==> src/rtl/stream_demux_pkg.sv <==
// stream_demux_pkg: shared types and helpers for the 1-to-5 stream demux.
//   NUM_DEST / DEST_W : destination count and destination index width
//   DEST_*            : destination indices, in decode order
//   dest_t, state_t   : destination index type and routing FSM states
//   dest_decode()     : maps (sel, if_sel) onto a destination index
package stream_demux_pkg;

  localparam int NUM_DEST = 5;
  localparam int DEST_W   = 3;

  typedef logic [DEST_W-1:0] dest_t;

  localparam dest_t DEST_IF0 = 3'd0;
  localparam dest_t DEST_IF1 = 3'd1;
  localparam dest_t DEST_IN1 = 3'd2;
  localparam dest_t DEST_IN2 = 3'd3;
  localparam dest_t DEST_IN3 = 3'd4;

  typedef enum logic {
    IDLE = 1'b0,  // no packet open; next accepted beat decodes sel/if_sel
    LOCK = 1'b1   // packet open; destination held until the last beat
  } state_t;

  // sel==00 splits on if_sel (if_sel=1 is destination 0); other sel codes
  // map directly onto destinations 2..4.
  function automatic dest_t dest_decode(input logic [1:0] sel, input logic if_sel);
    dest_t d;
    case (sel)
      2'b00:   d = if_sel ? DEST_IF0 : DEST_IF1;
      2'b01:   d = DEST_IN1;
      2'b10:   d = DEST_IN2;
      default: d = DEST_IN3;
    endcase
    return d;
  endfunction

endpackage

==> src/rtl/stream_demux_reg.sv <==
// stream_demux_reg: one-entry valid/ready pipeline register.
//   clk, rst_n        : clock, asynchronous active-low reset
//   in_valid_i/in_ready_o/in_payload_i    : upstream side
//   out_valid_o/out_ready_i/out_payload_o : downstream side
// Handshake: a beat moves on an edge where valid & ready are both high;
// valid never depends on ready, and the payload holds while valid is low.
// in_ready_o is combinational in out_ready_i so a drain and a reload can
// happen on the same edge (full throughput, no bubble).
module stream_demux_reg #(
  parameter int PW = 8
) (
  input  logic          clk,
  input  logic          rst_n,
  input  logic          in_valid_i,
  output logic          in_ready_o,
  input  logic [PW-1:0] in_payload_i,
  output logic          out_valid_o,
  input  logic          out_ready_i,
  output logic [PW-1:0] out_payload_o
);

  logic          full_q, full_d;
  logic [PW-1:0] payload_q, payload_d;

  always_comb begin
    in_ready_o = !full_q || out_ready_i;
    full_d     = full_q;
    payload_d  = payload_q;
    if (in_valid_i && in_ready_o) begin
      full_d    = 1'b1;
      payload_d = in_payload_i;
    end else if (out_ready_i) begin
      full_d = 1'b0;
    end
  end

  always_ff @(posedge clk or negedge rst_n) begin
    if (!rst_n) begin
      full_q    <= 1'b0;
      payload_q <= '0;
    end else begin
      full_q    <= full_d;
      payload_q <= payload_d;
    end
  end

  assign out_valid_o   = full_q;
  assign out_payload_o = payload_q;

endmodule

==> src/rtl/stream_demux.sv <==
// stream_demux: registered 1-to-5 stream demultiplexer.
//   clk, rst_n          : clock, asynchronous active-low reset
//   sel_i, if_sel_i     : destination select, sampled on the first beat only
//   in_valid_i/in_ready_o/in_data_i/in_last_i : input stream
//   out_valid_o[4:0]    : one-hot per-destination valid
//   out_ready_i[4:0]    : per-destination ready
//   out_data_o, out_last_o : payload and last flag shared by all destinations
//   stat_cnt_o          : per-destination saturating beat counters, dest d at
//                         [d*CNT_W +: CNT_W]; only with STREAM_DEMUX_STAT_EN
//   dbg_state_o         : routing FSM state
// Handshake: a beat transfers on an edge where valid & ready are both high.
// The beat in the output register keeps its own destination, so a stalled
// consumer blocks the whole stream (head-of-line blocking is intended).
module stream_demux
  import stream_demux_pkg::*;
#(
  parameter int DW    = 8,
  parameter int CNT_W = 16
) (
  input  logic                clk,
  input  logic                rst_n,
  input  logic [1:0]          sel_i,
  input  logic                if_sel_i,
  input  logic                in_valid_i,
  output logic                in_ready_o,
  input  logic [DW-1:0]       in_data_i,
  input  logic                in_last_i,
  output logic [NUM_DEST-1:0] out_valid_o,
  input  logic [NUM_DEST-1:0] out_ready_i,
  output logic [DW-1:0]       out_data_o,
  output logic                out_last_o,
`ifdef STREAM_DEMUX_STAT_EN
  output logic [NUM_DEST*CNT_W-1:0] stat_cnt_o,
`endif
  output state_t              dbg_state_o
);

  localparam int PW = DW + 1 + DEST_W;

  state_t state_q, state_d;
  dest_t  dest_q, dest_d;
  dest_t  in_dest;
  dest_t  beat_dest;
  logic   accept;
  logic   full;
  logic   sel_ready;
  logic [PW-1:0] reg_payload;

  assign accept = in_valid_i && in_ready_o;

  // The first beat of a packet routes on the live select; later beats reuse
  // the locked destination.
  assign in_dest = (state_q == IDLE) ? dest_decode(sel_i, if_sel_i) : dest_q;

  always_comb begin
    state_d = state_q;
    dest_d  = dest_q;
    if (accept) begin
      if (state_q == IDLE) begin
        dest_d  = in_dest;
        state_d = in_last_i ? IDLE : LOCK;
      end else if (in_last_i) begin
        state_d = IDLE;
      end
    end
  end

  always_ff @(posedge clk or negedge rst_n) begin
    if (!rst_n) begin
      state_q <= IDLE;
      dest_q  <= DEST_IF0;
    end else begin
      state_q <= state_d;
      dest_q  <= dest_d;
    end
  end

  assign dbg_state_o = state_q;

  // Only the ready of the held beat's destination can drain the register.
  always_comb begin
    sel_ready = 1'b0;
    for (int d = 0; d < NUM_DEST; d++) begin
      if (beat_dest == dest_t'(d)) sel_ready = out_ready_i[d];
    end
  end

  stream_demux_reg #(.PW(PW)) u_reg (
    .clk          (clk),
    .rst_n        (rst_n),
    .in_valid_i   (in_valid_i),
    .in_ready_o   (in_ready_o),
    .in_payload_i ({in_dest, in_last_i, in_data_i}),
    .out_valid_o  (full),
    .out_ready_i  (sel_ready),
    .out_payload_o(reg_payload)
  );

  assign {beat_dest, out_last_o, out_data_o} = reg_payload;

  always_comb begin
    out_valid_o = '0;
    for (int d = 0; d < NUM_DEST; d++) begin
      out_valid_o[d] = full && (beat_dest == dest_t'(d));
    end
  end

`ifdef STREAM_DEMUX_STAT_EN
  logic [CNT_W-1:0] cnt_q [NUM_DEST];

  for (genvar g = 0; g < NUM_DEST; g++) begin : g_stat
    always_ff @(posedge clk or negedge rst_n) begin
      if (!rst_n) begin
        cnt_q[g] <= '0;
      end else if (out_valid_o[g] && out_ready_i[g] && (cnt_q[g] != '1)) begin
        cnt_q[g] <= cnt_q[g] + 1'b1;
      end
    end
    assign stat_cnt_o[g*CNT_W +: CNT_W] = cnt_q[g];
  end
`endif

endmodule

==> config.mk <==
export PLATFORM = sky130hd
export DESIGN_NAME = stream_demux
export DESIGN_NICKNAME = d
export VERILOG_FILES = /design/src/rtl/stream_demux_pkg.sv /design/src/rtl/stream_demux_reg.sv /design/src/rtl/stream_demux.sv
export SDC_FILE = /design/constraint.sdc
export NUM_CORES = 1
export LEC_CHECK = 0
export CORE_MARGIN = 8
export CORE_UTILIZATION = 55
export DETAILED_ROUTE_END_ITERATION = 7
export DONT_BUFFER_PORTS = 1
export PLACE_DENSITY = 0.72
export SETUP_SLACK_MARGIN = 0.05
export SKIP_CTS_REPAIR_TIMING = 1
export SLEW_MARGIN = 20
export SYNTH_ARGS = -nofsm -noshare
export SYNTH_HDL_FRONTEND = slang
export SYNTH_SLANG_ARGS = --single-unit
==> constraint.sdc <==
create_clock -name clk -period 1.8 [get_ports clk]
set_input_delay 0.45 -clock clk [delete_from_list [all_inputs] [get_ports clk]]
set_output_delay 0.45 -clock clk [all_outputs]
set_load 0.05 [all_outputs]
==> flow_metrics.env <==
export IMPL_clkLatencyLatePin_ns=0.28
export IMPL_die_x_um=59.2
export IMPL_drt_iter0_markers=16
export IMPL_n_antenna_cell=0
export IMPL_synth_cell_type_count=29
export IMPL_grt_max_degree=18
export IMPL_antenna_found_initial=0
export IMPL_fin_crit_sh_pct=108
export IMPL_cp_num_buf_inv=1
export IMPL_clockBufferDepth=2
export IMPL_cts_tree="yes"
export IMPL_final_common_cell="dfrtp_1"
export IMPL_worst_hold_slack_ns=0.243
export IMPL_max_stage_delay_ns=0.45
export IMPL_clock_sinks=17
export IMPL_hold_class="in -> reg"
export IMPL_core_um2=1750
export IMPL_cap_violations=0
export IMPL_start_kind="register"
export IMPL_layout_drive_gt1_share_pct=57.7
export IMPL_fmax_mhz=516
export IMPL_synth_area_per_cell_um2=12.1
export IMPL_vias_per_cell=5.62
export IMPL_violations="setup timing"
export IMPL_worst_pin_slew_ns=0.730
export IMPL_final_core_util_pct=75.3
export IMPL_async_flop_share_pct=100
export IMPL_num_io_pins=36
export IMPL_cp_slowest_cell="dfrtp_2"
export IMPL_endpoint_kind="output port"
export IMPL_initial_utilization_pct=58.8
export IMPL_numCtsBuffers=3
export IMPL_ys_seq_area_share_pct=41.5
export IMPL_critPathRequiredTime_ns=1.35
export IMPL_grtUsageTotal_pct=12.3
export IMPL_skew_ns=0.00687
export IMPL_final_setup_worst_slack_ns=-0.139
export IMPL_grt_ovfl_total=0
export IMPL_synth_area_leaders="dfrtp_1 (41%), mux2_2 (14%), buf_4 (5.9%)"
export IMPL_first_global_vias=699
export IMPL_slew_headroom_pct=51.1
export IMPL_rows=15
export IMPL_wire_per_inst_um=17.1
export IMPL_synth_top_area_share_pct=41.5
export IMPL_cp_arrival_ns=1.49
export IMPL_reg2reg_slack_ns=-0.08
export IMPL_synth_edf_count=0
export IMPL_grt_pass1_wl_um=3400
export IMPL_ant_nets=0
export IMPL_outcome="complete, but fails checks"
export IMPL_vias=686
export IMPL_netlist_top_cell_by_area="dfrtp_1"
export IMPL_clk_pin_slew_ns=0.10
export IMPL_htreeDepth=1
export IMPL_yosysWarnings=0
export IMPL_ys_flop_type="dfrtp_1"
export IMPL_syn_area_um2=1030
export IMPL_root_buffer="clkbuf_4"
export IMPL_hold_viol=0
export IMPL_routed_wl_um=2080
export IMPL_worstSetupPathType="reg -> out"
export IMPL_die_h_um=59.2
export IMPL_syn_num_nets=107
export IMPL_synth_seq_cells=17
export IMPL_path_cells="or2_4, a21o_1, nor2_2, nor2_4, buf_12"
export IMPL_synth_cells=85
export IMPL_min_period_ns=1.94
export IMPL_place_congestion=0.784
export IMPL_dieArea_um2=3500
export IMPL_area_delta_synth_final_pct=28.0
export IMPL_rsz0062_at_grt="true"
export IMPL_fin_nets=120
export IMPL_slew_viol_final=0
export IMPL_setup_viol_count_final=15
export IMPL_pre_cts_ws_ns=-0.0302
export IMPL_portBuffers=0
export IMPL_path_delay_family="flip-flops"
export IMPL_layout_common_cells="dfrtp_1 (14), buf_4 (11), mux2_2 (8)"
export IMPL_crit_fanout=6
export IMPL_drt_first_pass_iters=4
export IMPL_drc=0
worst register-to-register path, delay by kind of cell (launching register included):
family          cells  cell delay (ns)
compound gates      2             0.37
buf+inv             2             0.32
flops               1             0.45
mux                 1             0.32
simple gates        1             0.32
Yosys cell counts (2+ instances only):
cell type and n:
dfrtp_1 17, nor2_1 4, a21oi_1 2, nand2b_1 3
ha_1 2, mux2_2 13, mux2i_1 5, buf_4 8
o21ai_0 4, nor4b_1 2, inv_1 6, and4bb_2 2
logic make-up (layout without fill, tap and decap cells):
family | after synthesis | in the layout | share of synthesized area, %
buf+inv | 17 | 29 | 10.1
flops | 17 | 17 | 41.5
compound gates | 13 | 13 | 11.5
fa+ha+maj | 2 | 2 | 2.44
simple gates | 17 | 17 | 12.8
mux | 19 | 19 | 21.7
state kept, by name, summed over array words and instances, names as in the netlist:
signal,count
dbg_state_o,1
dest_q,3
u_reg.out_payload_o,12
u_reg.out_valid_o,1
stage by stage:
step	std cells	TNS (ns)	area (um^2)
after floorplan	85	-0.321	1090
after global placement	111	0	1170
after detailed placement	111	-0.0302	1170
after CTS	115	-0.656	1190
after global routing	122	-2.17	1310
final	122	-0.828	1310
layer usage:
metal | GRT usage, % | part of all wire [%] | up-vias
met5 | 0 | 0 | -
met4 | 2.05 | 0 | 0
met3 | 5.42 | 6.3 | 0
met2 | 20.3 | 53 | 17
met1 | 14.3 | 40 | 347
li1 | - | - | 322
area by class of cell:
| type | instances | area [um^2] |
|---|---|---|
| clock buffers | 3 | 22.5 |
| clock inverters | 1 | 5.00 |
| fillers | 118 | 432 |
| inverters | 6 | 22.5 |
| multi-input cells | 51 | 583 |
| flip-flops and latches | 17 | 429 |
| well taps | 25 | 31.3 |
| repair buffers | 19 | 220 |
path summary, 6_finish.rpt:
path / startpoint / endpoint / cells after the start
worst min-delay path: in_last_i / dbg_state_o / 1
worst max register to register: u_reg.out_payload_o[9] / u_reg.out_payload_o[6] / 6
worst min register to register: dest_q[0] / dest_q[0] / 1
min in group asynchronous: rst_n / u_reg.out_payload_o[6] / 1
worst max-delay path: u_reg.out_payload_o[11] / in_ready_o / 5
max in group asynchronous: rst_n / u_reg.out_payload_o[10] / 1
Power is left out: the tool's default activity adds up to more than one toggle a clock period on the data nets, which glitch-free logic cannot reach.
